<file path="config.mk">
export PLATFORM = sky130hd
export DESIGN_NAME = config_stream_loader
export DESIGN_NICKNAME = d
export VERILOG_FILES = /design/src/rtl/config_stream_loader.sv
export SDC_FILE = /design/constraint.sdc
export NUM_CORES = 1
export LEC_CHECK = 0
export CAP_MARGIN = 10
export CORE_ASPECT_RATIO = 1.4
export CORE_UTILIZATION = 54
export CTS_CLUSTER_SIZE = 28
export DETAILED_ROUTE_END_ITERATION = 8
export GPL_ROUTABILITY_DRIVEN = 0
export HOLD_SLACK_MARGIN = 0.12
export PLACE_DENSITY = 0.88
export SLEW_MARGIN = 20
export SYNTH_ARGS = -nofsm -noshare
export SYNTH_HDL_FRONTEND = slang
export SYNTH_SLANG_ARGS = --single-unit
</file>
<file path="constraint.sdc">
create_clock -name clk -period 2.45 [get_ports clk]
set_input_delay 0.3675 -clock clk [delete_from_list [all_inputs] [get_ports clk]]
set_output_delay 0.3675 -clock clk [all_outputs]
set_load 0.01 [all_outputs]
</file>
<file path="src/rtl/config_stream_loader.sv">
// Assembles valid/ready byte-stream records into single-cycle config bus writes, spaced by GAP_CYCLES.
// Optional checksum byte per record is enabled by defining CONFIG_STREAM_LOADER_CHECKSUM_EN.
module config_stream_loader #(
  parameter int unsigned GAP_CYCLES = 2,
  parameter logic [31:0] TERMINATOR = 32'hFFFF_FFFF,
  parameter int unsigned COUNT_W    = 16
) (
  input  logic               clk,
  input  logic               reset,
  input  logic [7:0]         in_byte,
  input  logic               in_valid,
  output logic               in_ready,
  output logic [31:0]        config_addr,
  output logic [31:0]        config_data,
  output logic               config_valid,
  output logic [COUNT_W-1:0] record_count,
  output logic               done,
  output logic               error
);

  // state   | meaning
  // COLLECT | accepting stream bytes into the shadow registers
  // ISSUE   | one-cycle config write strobe
  // GAP     | settle time after a write, stream stalled
  // DONE    | terminator seen, idle until reset
  typedef enum logic [1:0] {S_COLLECT, S_ISSUE, S_GAP, S_DONE} state_t;

  localparam int unsigned GAP_W = (GAP_CYCLES > 0) ? $clog2(GAP_CYCLES + 1) : 1;
  localparam logic [GAP_W-1:0] GAP_LOAD = GAP_W'(GAP_CYCLES);

`ifdef CONFIG_STREAM_LOADER_CHECKSUM_EN
  localparam logic [3:0] LAST_IDX = 4'd8;
  logic [31:0] data_sh;
  logic [7:0]  csum_sh;
  logic        error_q;
`else
  localparam logic [3:0] LAST_IDX = 4'd7;
  logic [23:0] data_sh;
`endif

  state_t           state, next_state;
  logic [3:0]       byte_idx;
  logic [31:0]      addr_sh;
  logic [31:0]      rec_data;
  logic [GAP_W-1:0] gap_cnt;
  logic             xfer;
  logic             last_xfer;
  logic             rec_good;

  assign xfer      = in_valid && in_ready;
  assign last_xfer = xfer && (byte_idx == LAST_IDX);

`ifdef CONFIG_STREAM_LOADER_CHECKSUM_EN
  assign rec_good = (csum_sh == in_byte);
  assign rec_data = data_sh;
  assign error    = error_q;
`else
  // Without a checksum byte the top data byte arrives on the deciding transfer itself.
  assign rec_good = 1'b1;
  assign rec_data = {in_byte, data_sh};
  assign error    = 1'b0;
`endif

  always_ff @(posedge clk) begin
    if (reset) state <= S_COLLECT;
    else       state <= next_state;
  end

  always_comb begin
    next_state   = state;
    in_ready     = 1'b0;
    config_valid = 1'b0;
    done         = 1'b0;
    case (state)
      S_COLLECT: begin
        in_ready = 1'b1;
        if (last_xfer && rec_good)
          next_state = (addr_sh == TERMINATOR) ? S_DONE : S_ISSUE;
      end
      S_ISSUE: begin
        config_valid = 1'b1;
        next_state   = (GAP_CYCLES > 0) ? S_GAP : S_COLLECT;
      end
      S_GAP: begin
        if (gap_cnt == GAP_W'(1)) next_state = S_COLLECT;
      end
      S_DONE: begin
        done = 1'b1;
      end
      default: next_state = S_COLLECT;
    endcase
  end

  always_ff @(posedge clk) begin
    if (reset) begin
      byte_idx     <= '0;
      addr_sh      <= '0;
      data_sh      <= '0;
      config_addr  <= '0;
      config_data  <= '0;
      record_count <= '0;
      gap_cnt      <= '0;
`ifdef CONFIG_STREAM_LOADER_CHECKSUM_EN
      csum_sh      <= '0;
      error_q      <= 1'b0;
`endif
    end else begin
      if (xfer) begin
        case (byte_idx)
          4'd0: addr_sh[7:0]   <= in_byte;
          4'd1: addr_sh[15:8]  <= in_byte;
          4'd2: addr_sh[23:16] <= in_byte;
          4'd3: addr_sh[31:24] <= in_byte;
          4'd4: data_sh[7:0]   <= in_byte;
          4'd5: data_sh[15:8]  <= in_byte;
          4'd6: data_sh[23:16] <= in_byte;
`ifdef CONFIG_STREAM_LOADER_CHECKSUM_EN
          4'd7: data_sh[31:24] <= in_byte;
`endif
          default: ;
        endcase
        byte_idx <= last_xfer ? 4'd0 : byte_idx + 4'd1;
`ifdef CONFIG_STREAM_LOADER_CHECKSUM_EN
        if (byte_idx == 4'd0)          csum_sh <= in_byte;
        else if (byte_idx != LAST_IDX) csum_sh <= csum_sh ^ in_byte;
        if (last_xfer && !rec_good)    error_q <= 1'b1;
`endif
      end
      if (state == S_COLLECT && next_state == S_ISSUE) begin
        config_addr <= addr_sh;
        config_data <= rec_data;
      end
      if (state == S_ISSUE) begin
        if (record_count != '1) record_count <= record_count + 1'b1;
        gap_cnt <= GAP_LOAD;
      end
      if (state == S_GAP) gap_cnt <= gap_cnt - 1'b1;
    end
  end

endmodule

</file>
==> flow_summary_export.csv <==
group,metric,value,unit
status,status,"finished clean",
drt,dr.pass1.iters,5,
final_layout,fill_cells,789,
synth,syn_nets,717,
critical_path,worst_setup_path_startpoint,"state[0]",
die,ios,95,
grt,grt-ovfl-total,0,
synth,avgSynthCellArea,9.05,µm²
clocking,clk_pin_slew,60,ps
synth,yosys-mux-area-fraction,10.3,%
critical_path,r2r_start,"state[0]",
drt,ant_nets,0,
min_path,min_path_cells,2,
grt,track_usage,25.8,%
synth,yosysTopAreaCellShare,45.8,%
clocking,numCtsBuffers,17,
sta,slew_headroom,53.1,%
grt,grt_pass1_wl,24.4,mm
synth,yosys_warnings,0,
synth,ys_ff_latch,144,
clocking,cts_tree,"done",
synth,synth_edf_count,0,
critical_path,start_kind,"register",
power,max-vdd-ir-drop,0.518,mV
grt,antenna_found_initial,0,
drt,routed_wl,14.9,mm
critical_path,critPathKind,"register to register",
power,p_per_area,686,nW/µm²
sta,finClkSkew,5.88,ps
final_layout,layout-drive-gt1-share,7.85,%
clocking,cts.sinks,144,
critical_path,cp-end-kind,"register",
sta,hold_violations,0,
final_layout,finalNetCount,798,
clocking,clkLatencyLatePin,420,ps
drt,routedWlPerCell,15.9,µm
drt,drc,0,
min_path,hold_end,"addr_sh[4]",
drt,drt_iter0_drc,453,
synth,synth_compound_area_share,7.15,%
drt,vias_per_cell,5.61,
grt,grtUsageMet3,7.34,%
die,initial_core_util,55.6,%
synth,yosysSeqAreaShare,45.8,%
die,fp.dieW,93.3,µm
critical_path,cpLargestDelayFamily,"simple AND/OR/NAND/NOR gates",
die,dieArea,12100,µm²
grt,grt_util_met1,27.7,%
final_layout,n_antenna_cell,0,
synth,synthCells,696,
clocking,htreeDepth,4,
min_path,hold_start,"reset",
placed_design,preCtsSetupSlack,18.9,ps
critical_path,critical_path.max_fanout,18,
drt,num_vias,5237,
synth,synth_top_family_by_area,"simple AND/OR/NAND/NOR gates",
synth,ys_async_sr_fraction,0,%
die,core_region_area,11300,µm²
sta,rsz0062_at_grt,"false",
clocking,cts-root-buf,"clkbuf_16",
synth,synth.distinct_cells,46,
critical_path,r2r-end,"config_data[3]",
synth,synthFlopType,"dfxtp_1",
sta,fin_setup_tns,0,ps
critical_path,crit_buf_inv,2,
die,row_count,46,
grt,grt_max_degree,86,
synth,synth.largest_area_cell,"dfxtp_1",
min_path,hold_path.class,"input port to register",
grt,grt_pass1_vias,5118,
critical_path,critPathSlowestCell,"o211ai_4",
critical_path,required,2790,ps
critical_path,crit_path_max_incr_delay,440,ps
synth,synth.most_common_cell,"dfxtp_1",
synth,ys_top_cells_by_count,"dfxtp_1 (144), nand2b_1 (129), nand2_1 (74)",
critical_path,reg2reg_slack,230,ps
sta,finalSetupViolCount,0,
synth,synthXorXnorAreaFrac,1.67,%
power,p_leak,3.10,nW
synth,synth_fa_ha_area_share,1.99,%
sta,worst_hold_slack,390,ps
sta,tightestPinTransition,704,ps
sta,fin_crit_sh,90.5,%
placed_design,post-dp-hpwl,10.0,mm
grt,grtUsageMet2,46.3,%
synth,synthesis.area,6300,µm²
sta,slew_viol_final,0,
critical_path,worstRegToRegCells,7,
final_layout,syn_to_final_growth,27.0,%
die,die_y,130,µm
clocking,clockBufferDepth,2,
sta,period_needed,2220,ps
grt,busiest_layer,"met2",
placed_design,port_buffers,93,
sta,setup_ws,233,ps
synth,ys_top_cells_by_area,"dfxtp_1 (46%), nand2b_1 (13%), mux2i_1 (10%), nand3_1 (5.2%), a21oi_1 (4.9%)",
critical_path,arrival,2560,ps
critical_path,path_cells,"inv_1 -> ha_2 -> and4b_1 -> and3b_2 -> o211ai_4 -> buf_12 -> mux2i_1",
job,maxCapViolations,0,
sta,fmax,451,MHz
synth,synthSimpleGateAreaFrac,27.5,%
-- through the flow --
| stage | total power [mW] | utilization (%) | cells | area, µm² |
|---|---|---|---|---|
| after floorplan | 2.58 | - | 696 | 6300 |
| after global placement | 2.64 | 64.4 | 899 | 7300 |
| after detailed placement | 2.65 | 64.4 | 899 | 7300 |
| after CTS | 5.49 | 70.2 | 931 | 7970 |
| after global routing | 5.64 | 70.6 | 934 | 8000 |
| final | 5.48 | 70.6 | 934 | 8000 |
-- area by class of cell --
type | instances | area [µm²] | area share, %
Clock inverter | 10 | 180 | 2.25
Sequential cell | 144 | 2880 | 36.0
Multi-Input combinational cell | 492 | 3090 | 38.6
Tap cell | 144 | 180 | 2.25
Clock buffer | 22 | 484 | 6.05
Timing Repair Buffer | 114 | 1150 | 14.4
Inverter | 8 | 30.0 | 0.375
-- worst register-to-register path: cells and delay by family (launching register included) --
| family | cells | cell delay, ps |
|---|---|---|
| AOI/OAI and AO/OA | 1 | 440 |
| DFF | 1 | 420 |
| muxes | 1 | 250 |
| adders and majority gates | 1 | 240 |
| and+or+nand+nor | 2 | 470 |
| buffers and inverters | 2 | 340 |
-- state kept, by name (all words and copies together), names as in the netlist --
register,cells
byte_idx,4
addr_sh,32
gap_cnt,2
config_data,32
config_addr,32
record_count,16
data_sh,24
state,2
-- cells in the final DEF, fill, tap and decap left out, drive strengths merged, types with 22 or more instances in the layout --
master,n
a21oi,63
buf,22
clkbuf,22
clkdlybuf4s50,92
dfxtp,144
mux2i,65
nand2,74
nand2b,129
nand3,65
nor2,24
-- cells by family after synthesis --
group                      after synthesis
muxes                                   65
other                                    1
buffers and inverters                   60
adders and majority gates               10
xor gates and xnor gates                12
DFF                                    144
and+or+nand+nor                        324
AOI/OAI and AO/OA                       80
-- worst max path at each step --
stage,slack (ps),to,cells past startpoint
final,230,config_data[3],7
after global routing,30,addr_sh[6],8
after CTS,40,config_data[3],9
after detailed placement,20,config_data[3],6
after global placement,140,config_addr[1],9
after floorplan,390,config_addr[0],9
-- metal layers --
layer  up-vias  share of wire, %
met1      2476                37
li1       2501                 -
met4         0               3.8
met2       210                53
met5         -                 0
met3        50               6.0
-- repair_timing --
action                                  4_1_cts  5_1_grt
hold endpoints to repair                      0        0
gates resized for setup                       0        3
hold buffers                                  0        0
setup buffers                                 0        3
endpoints found under the setup margin        0       77
-- power breakdown --
group / internal (mW) / switching [mW] / total, mW
Combinational: 0.0890 / 0.138 / 0.227
Clock: 1.91 / 0.966 / 2.88
Sequential: 2.36 / 0.0185 / 2.38
No activity file was read; power rests on OpenSTA's default activity.
